===== src/rtl/mdu_pkg.sv =====
// mdu_pkg: shared definitions for the M-extension sequencer.
//   - mdu_state_e      : sequencer FSM states
//   - *_FUNCT3         : RV32M funct3 encodings
//   - DIV_STEPS        : restoring-divide iterations
//   - OVF_*            : the one signed-divide overflow case (INT_MIN / -1)
//   - neg_if()         : conditional two's-complement negate
package mdu_pkg;

  typedef enum logic [2:0] {
    S_IDLE = 3'd0,
    S_MUL  = 3'd1,
    S_DIV  = 3'd2,
    S_FIX  = 3'd3,
    S_DONE = 3'd4
  } mdu_state_e;

  localparam logic [2:0] MUL_FUNCT3    = 3'b000;
  localparam logic [2:0] MULH_FUNCT3   = 3'b001;
  localparam logic [2:0] MULHSU_FUNCT3 = 3'b010;
  localparam logic [2:0] MULHU_FUNCT3  = 3'b011;
  localparam logic [2:0] DIV_FUNCT3    = 3'b100;
  localparam logic [2:0] DIVU_FUNCT3   = 3'b101;
  localparam logic [2:0] REM_FUNCT3    = 3'b110;
  localparam logic [2:0] REMU_FUNCT3   = 3'b111;

  localparam int DIV_STEPS = 32;

  localparam logic [31:0] OVF_DIVIDEND = 32'h8000_0000;
  localparam logic [31:0] OVF_DIVISOR  = 32'hFFFF_FFFF;

  function automatic logic [31:0] neg_if(input logic [31:0] v, input logic neg);
    return neg ? (~v + 32'd1) : v;
  endfunction

endpackage


===== src/rtl/mdu_div_step.sv =====
// mdu_div_step: one combinational restoring-division step.
//   rem_i/quo_i : partial remainder and remaining dividend bits (quotient
//                 bits shift in at the bottom as dividend bits shift out)
//   dsr_i       : divisor magnitude
//   rem_o/quo_o : values after shifting {rem,quo} left by one and doing the
//                 trial subtract
module mdu_div_step #(
  parameter int XLEN = 32
) (
  input  logic [XLEN-1:0] rem_i,
  input  logic [XLEN-1:0] quo_i,
  input  logic [XLEN-1:0] dsr_i,
  output logic [XLEN-1:0] rem_o,
  output logic [XLEN-1:0] quo_o
);

  logic [XLEN:0] shifted;
  logic [XLEN:0] trial;

  // The partial remainder is always below the divisor, so the shifted value
  // fits in XLEN+1 bits and the top bit of the trial difference is a clean
  // borrow flag.
  assign shifted = {rem_i, quo_i[XLEN-1]};
  assign trial   = shifted - {1'b0, dsr_i};
  assign rem_o   = trial[XLEN] ? shifted[XLEN-1:0] : trial[XLEN-1:0];
  assign quo_o   = {quo_i[XLEN-2:0], ~trial[XLEN]};

endmodule


===== src/rtl/mdu_seq_ctrl.sv =====
// mdu_seq_ctrl: multi-cycle MUL/DIV sequencer for the EX stage.
//   clk_i, rst_i (async, active-low)
//   en_i, op_i, alu1_i, alu2_i : MDU instruction in EX and its operands
//   busywait_i                  : memory stall, holds the finished result
//   flush_i                     : kill the EX instruction
//   result_o, valid_o           : result, valid for the cycles spent in S_DONE
//   mul_stall_o, div_stall_o    : freeze EX/MEM while the operation runs
//   dbg_state_o                 : current FSM state for observation
//
// Handshake: valid_o is high in every S_DONE cycle; the result is consumed
// on the first rising edge where valid_o=1 and busywait_i=0, and the FSM
// returns to S_IDLE at that same edge. A new request is accepted in any
// S_IDLE cycle with en_i=1 and flush_i=0.
module mdu_seq_ctrl
  import mdu_pkg::*;
#(
  parameter int XLEN        = 32,
  parameter int MUL_LATENCY = 2
) (
  input  logic            clk_i,
  input  logic            rst_i,
  input  logic            en_i,
  input  logic [2:0]      op_i,
  input  logic [XLEN-1:0] alu1_i,
  input  logic [XLEN-1:0] alu2_i,
  input  logic            busywait_i,
  input  logic            flush_i,
  output logic [XLEN-1:0] result_o,
  output logic            valid_o,
  output logic            mul_stall_o,
  output logic            div_stall_o,
  output mdu_state_e      dbg_state_o
);

  mdu_state_e        state_q, state_d;
  logic [2:0]        op_q, op_d;
  logic [4:0]        cnt_q, cnt_d;
  logic [2*XLEN-1:0] prod_q, prod_d;
  logic [XLEN-1:0]   rem_q, rem_d;
  logic [XLEN-1:0]   quo_q, quo_d;
  logic [XLEN-1:0]   dsr_q, dsr_d;
  logic              a_neg_q, a_neg_d;
  logic              b_neg_q, b_neg_d;
  logic [XLEN-1:0]   result_q, result_d;

  logic [XLEN-1:0]   step_rem, step_quo;
  logic [2*XLEN-1:0] a_ext, b_ext;
  logic              a_sx, b_sx;
  logic              div_signed, a_neg_in, b_neg_in;
  logic              active;

  mdu_div_step #(.XLEN(XLEN)) u_step (
    .rem_i (rem_q),
    .quo_i (quo_q),
    .dsr_i (dsr_q),
    .rem_o (step_rem),
    .quo_o (step_quo)
  );

  // rs1 is signed for everything but MULHU; rs2 only for MUL/MULH.
  // The low 64 bits of the 33x33 signed product equal the product of the
  // 64-bit extended operands, so the multiply is done at 2*XLEN directly.
  assign a_sx  = ~(op_i[1] & op_i[0]);
  assign b_sx  = ~op_i[1];
  assign a_ext = {{XLEN{a_sx & alu1_i[XLEN-1]}}, alu1_i};
  assign b_ext = {{XLEN{b_sx & alu2_i[XLEN-1]}}, alu2_i};

  assign div_signed = ~op_i[0];
  assign a_neg_in   = div_signed & alu1_i[XLEN-1];
  assign b_neg_in   = div_signed & alu2_i[XLEN-1];

  // Reset also drops the stalls so every output reads 0 while rst_i is low.
  assign active      = en_i & ~flush_i & rst_i;
  assign mul_stall_o = active & ~op_i[2] & (state_q != S_DONE);
  assign div_stall_o = active &  op_i[2] & (state_q != S_DONE);

  assign valid_o     = (state_q == S_DONE);
  assign result_o    = result_q;
  assign dbg_state_o = state_q;

  always_comb begin
    state_d  = state_q;
    op_d     = op_q;
    cnt_d    = cnt_q;
    prod_d   = prod_q;
    rem_d    = rem_q;
    quo_d    = quo_q;
    dsr_d    = dsr_q;
    a_neg_d  = a_neg_q;
    b_neg_d  = b_neg_q;
    result_d = result_q;

    case (state_q)
      S_IDLE: begin
        if (en_i && !flush_i) begin
          op_d    = op_i;
          a_neg_d = a_neg_in;
          b_neg_d = b_neg_in;
          if (!op_i[2]) begin
            prod_d  = a_ext * b_ext;
            cnt_d   = 5'(MUL_LATENCY - 1);
            state_d = S_MUL;
          end else if (alu2_i == '0) begin
            result_d = op_i[1] ? alu1_i : '1;
            state_d  = S_DONE;
          end else if (div_signed && alu1_i == OVF_DIVIDEND && alu2_i == OVF_DIVISOR) begin
            result_d = op_i[1] ? '0 : OVF_DIVIDEND;
            state_d  = S_DONE;
          end else begin
            rem_d   = '0;
            quo_d   = neg_if(alu1_i, a_neg_in);
            dsr_d   = neg_if(alu2_i, b_neg_in);
            cnt_d   = 5'(DIV_STEPS - 1);
            state_d = S_DIV;
          end
        end
      end
      S_MUL: begin
        cnt_d = cnt_q - 5'd1;
        if (cnt_q == '0) begin
          result_d = (op_q == MUL_FUNCT3) ? prod_q[XLEN-1:0] : prod_q[2*XLEN-1:XLEN];
          state_d  = S_DONE;
        end
      end
      S_DIV: begin
        rem_d = step_rem;
        quo_d = step_quo;
        cnt_d = cnt_q - 5'd1;
        if (cnt_q == '0) state_d = S_FIX;
      end
      S_FIX: begin
        // Sign flags are only ever set for DIV/REM, so unsigned ops pass through.
        result_d = op_q[1] ? neg_if(rem_q, a_neg_q) : neg_if(quo_q, a_neg_q ^ b_neg_q);
        state_d  = S_DONE;
      end
      S_DONE: begin
        if (!busywait_i) state_d = S_IDLE;
      end
      default: state_d = S_IDLE;
    endcase

    // A flush, or the instruction vanishing from EX mid-operation, abandons
    // the operation without producing a result.
    if (flush_i || (!en_i && state_q != S_IDLE)) state_d = S_IDLE;
  end

  always_ff @(posedge clk_i or negedge rst_i) begin
    if (!rst_i) begin
      state_q  <= S_IDLE;
      op_q     <= '0;
      cnt_q    <= '0;
      prod_q   <= '0;
      rem_q    <= '0;
      quo_q    <= '0;
      dsr_q    <= '0;
      a_neg_q  <= 1'b0;
      b_neg_q  <= 1'b0;
      result_q <= '0;
    end else begin
      state_q  <= state_d;
      op_q     <= op_d;
      cnt_q    <= cnt_d;
      prod_q   <= prod_d;
      rem_q    <= rem_d;
      quo_q    <= quo_d;
      dsr_q    <= dsr_d;
      a_neg_q  <= a_neg_d;
      b_neg_q  <= b_neg_d;
      result_q <= result_d;
    end
  end

endmodule


===== config.mk =====
export PLATFORM = sky130hd
export DESIGN_NAME = mdu_seq_ctrl
export DESIGN_NICKNAME = d
export VERILOG_FILES = /design/src/rtl/mdu_pkg.sv /design/src/rtl/mdu_div_step.sv /design/src/rtl/mdu_seq_ctrl.sv
export SDC_FILE = /design/constraint.sdc
export NUM_CORES = 2
export LEC_CHECK = 0
export BUFFER_PORTS_ARGS = -buffer_cell sky130_fd_sc_hd__buf_4
export CAP_MARGIN = 20
export CORE_MARGIN = 4
export CORE_UTILIZATION = 40
export CTS_BUF_LIST = sky130_fd_sc_hd__clkbuf_4 sky130_fd_sc_hd__clkbuf_8
export DETAILED_ROUTE_END_ITERATION = 8
export PLACE_DENSITY = 0.67
export RECOVER_POWER = 25
export SETUP_SLACK_MARGIN = 0.15
export SYNTH_ARGS = -nofsm -noshare
export SYNTH_HDL_FRONTEND = slang
export SYNTH_HIERARCHICAL = 1
export SYNTH_SLANG_ARGS = --single-unit

===== constraint.sdc =====
create_clock -name clk_i -period 4.4 [get_ports clk_i]
set_input_delay 0.88 -clock clk_i [delete_from_list [all_inputs] [get_ports clk_i]]
set_output_delay 0.88 -clock clk_i [all_outputs]
set_load 0.02 [all_outputs]

==> metrics.json <==
{
  "design.core.area": {"value": 130000, "unit": "um^2"},
  "numCtsBuffers": {"value": 39},
  "synthesis.area": {"value": 52600, "unit": "um^2"},
  "worst_case_clock_buffer_depth": {"value": 3},
  "final_layout_size_suffix_gt1_frac": {"value": 0.224},
  "detail_route.drc_violations": {"value": 2},
  "slew_viol_final": {"value": 151},
  "rr_worst_depth": {"value": 9},
  "grt_overflow": {"value": 0},
  "route.antenna.remaining_nets": {"value": 0},
  "timing.critical_path.required": {"value": 4.86, "unit": "ns"},
  "arrival": {"value": 7.83, "unit": "ns"},
  "postSynth.asyncResetShare": {"value": 1.00},
  "timing.clock.skew": {"value": 0.0539, "unit": "ns"},
  "clk_pin_slew_worst_paths": {"value": 0.05, "unit": "ns"},
  "fin_hold_ws": {"value": 0.471, "unit": "ns"},
  "r2r_start": {"value": "rem_q[10]"},
  "final_net_count": {"value": 7934},
  "final_common_cell": {"value": "inv_1"},
  "via_count": {"value": 43400},
  "dr.first_iter.drc_count": {"value": 3406},
  "final-setup-viol-count": {"value": 56},
  "synth-seq-area-share": {"value": 0.0976},
  "postSynthAreaPerCell": {"value": 8.77, "unit": "um^2"},
  "detailedPlacementHpwl": {"value": 144, "unit": "mm"},
  "ys_types": {"value": 94},
  "htree_levels": {"value": 2},
  "layout_common_cells": {"value": "inv_1 (1110), fa_1 (1058), nand2_1 (941)"},
  "reg2reg_slack": {"value": 0.40, "unit": "ns"},
  "violated_checks": {"value": "DRC, capacitance limit, slew limit, setup timing"},
  "worst_setup_path_startpoint": {"value": "alu1_i[31]"},
  "critPathMaxFanout": {"value": 6},
  "hold_viol": {"value": 0},
  "maxClockFrequency": {"value": 136, "unit": "MHz"},
  "grt_first_pass_wirelength": {"value": 271, "unit": "mm"},
  "remaining_max_slew_budget_at_the_tightest_pin": {"value": -0.400},
  "setup.worst_path.end_class": {"value": "flip-flop"},
  "finalCritPeriodShare": {"value": 1.68},
  "grt_usage": {"value": 0.255},
  "post-route-worst-setup-slack": {"value": -2.97, "unit": "ns"},
  "min-delay-path-class": {"value": "in2reg"},
  "wl": {"value": 173, "unit": "mm"},
  "die-area": {"value": 137000, "unit": "um^2"},
  "tritoncts": {"value": "built"},
  "row_count": {"value": 132},
  "insertion_delay": {"value": 0.64, "unit": "ns"},
  "top_level_ports": {"value": 110},
  "timing.critical_path.to": {"value": "prod_q[59]"},
  "synth_ff_type": {"value": "dfrtp_1"},
  "rsz_0062_raised_after_global_routing": {"value": "true"},
  "die_x": {"value": 370, "unit": "um"},
  "synth_enable_flop_cells": {"value": 0},
  "vias_in_the_first_global_route": {"value": 45700},
  "syn-instance-count": {"value": 5993},
  "cts_root_buf": {"value": "clkbuf_8"},
  "floorplan.die.height": {"value": 370, "unit": "um"},
  "cts_num_sinks": {"value": 205},
  "worstMarginPinSlew": {"value": 2.10, "unit": "ns"},
  "grt_max_degree": {"value": 118},
  "min_period": {"value": 7.37, "unit": "ns"},
  "grt_antenna_before_repair": {"value": 14},
  "run_status": {"value": "finished, violations left"},
  "criticalPathCategory": {"value": "in2reg"},
  "synth.ff_latch_count": {"value": 205},
  "drt_first_pass_iters": {"value": 8},
  "drv.max_cap_violation_count": {"value": 2},
  "setup.worst_path.start_class": {"value": "input port"},
  "numPortBuffers": {"value": 109},
  "routed_wire_length_per_instance": {"value": 20.9, "unit": "um"},
  "syn_to_final_growth": {"value": 22.4, "unit": "%"},
  "initial_core_util": {"value": 0.404},
  "gp_congestion": {"value": 0.993},
  "routed_via_density": {"value": 5.26},
  "synth.yosys.warnings": {"value": 6},
  "critical_path.reg2reg.endpoint": {"value": "result_o[26]"},
  "synth_nets": {"value": 7442}
}
sequential cells by signal (all words and copies together) (netlist names):
| name | cells |
|---|---|
| quo_q | 32 |
| cnt_q | 5 |
| dbg_state_o | 3 |
| op_q | 3 |
| prod_q | 64 |
| b_neg_q | 1 |
| dsr_q | 32 |
| result_o | 32 |
| a_neg_q | 1 |
| rem_q | 32 |
critical path, stage by stage:
cell and delay (ns):
buf_6 0.09, a21boi_4 0.14, buf_12 0.15, and2_4 0.16
fa_1 0.56, inv_2 0.06, fa_1 0.55, inv_2 0.05
fa_2 0.65, buf_6 0.13, fa_1 0.42, fa_1 0.53
fa_2 0.44, fa_1 0.48, inv_1 0.05, fa_1 0.50
inv_1 0.05, ha_1 0.19, a21o_1 0.18, a21o_1 0.19
a221o_1 0.36, a211oi_2 0.27, buf_4 0.19, o2111a_2 0.23
o41ai_2 0.08, xnor2_1 0.15, o21ai_0 0.09
through the flow:
stage	util	worst slack (ns)	TNS, ns	area, um^2	cells
after floorplan	-	-3.49	-140.62	54800	5993
after global placement	0.464	-3.74	-174.48	60300	8086
after detailed placement	0.464	-3.80	-176.01	60300	8086
after CTS	0.486	-2.94	-133.46	63200	8213
after global routing	0.495	-3.20	-148.02	64300	8256
final	0.495	-2.97	-138.94	64300	8259
cell families (layout without fill, tap and decap cells):
logic type / Yosys count / in the layout / synth area share
compound gates: 757 / 757 / 0.0908
mux: 58 / 58 / 0.0133
fa+ha+maj: 1377 / 1377 / 0.489
other cells: 0 / 5 / 0
simple gates: 1787 / 1787 / 0.155
buf+inv: 1597 / 2116 / 0.119
flops: 205 / 205 / 0.0976
xor+xnor: 212 / 212 / 0.0353
cells in the mapped netlist, types with 27 or more instances:
cell type / number / share of area
a21o_1: 51 / 0.0073
a21oi_1: 229 / 0.022
a21oi_2: 29 / 0.0048
a22o_1: 35 / 0.0058
a31oi_1: 27 / 0.0032
and2_1: 311 / 0.037
buf_1: 48 / 0.0034
buf_4: 35 / 0.0050
clkbuf_1: 297 / 0.021
dfrtp_1: 205 / 0.098
fa_1: 1126 / 0.43
ha_1: 251 / 0.060
inv_1: 1189 / 0.085
mux2i_1: 28 / 0.0053
nand2_1: 971 / 0.069
nand3_1: 33 / 0.0031
nand4_1: 30 / 0.0036
nor2_1: 247 / 0.018
nor3_1: 50 / 0.0048
o211ai_1: 29 / 0.0041
o21ai_0: 202 / 0.019
xnor2_1: 119 / 0.020
xor2_1: 93 / 0.015
worst min path at each step:
stage / depth (start not counted) / start / endpoint
finish: 2 / flush_i / dbg_state_o[2]
detailed placement: 2 / prod_q[3] / prod_q[3]
global placement: 2 / prod_q[5] / prod_q[5]
floorplan: 2 / prod_q[5] / prod_q[5]
global route: 2 / flush_i / dbg_state_o[2]
CTS: 1 / rst_i / rem_q[0]
metal layers:
metal | up-vias | GRT usage | wire length, um
li1 | 19100 | - | -
met5 | - | 0 | 39
met4 | 6 | 0.105 | 8740
met2 | 1817 | 0.403 | 78500
met1 | 22100 | 0.350 | 71400
met3 | 378 | 0.0431 | 14100
layout make-up:
| cell class | count | area, um^2 |
|---|---|---|
| fill | 11900 | 65700 |
| clock inverter | 7 | 141 |
| sequential | 205 | 5130 |
| timing repair buffer | 855 | 8050 |
| tap | 1742 | 2180 |
| antenna | 5 | 12.5 |
| clock buffer | 61 | 764 |
| multi-input combinational | 4191 | 43500 |
| inverter | 1193 | 4570 |
timing repair:
| item | 4_1_cts | 5_1_grt |
|---|---|---|
| setup buffers | 55 | 40 |
| hold buffers | 0 | 0 |
| setup endpoints to repair | 58 | 58 |
| gates cloned | 4 | 1 |
| pin swaps | 153 | 148 |
| resized for setup | 362 | 195 |
Power is not shown: default switching activity piles up to over one toggle a cycle in this logic, so the estimate is an artifact.
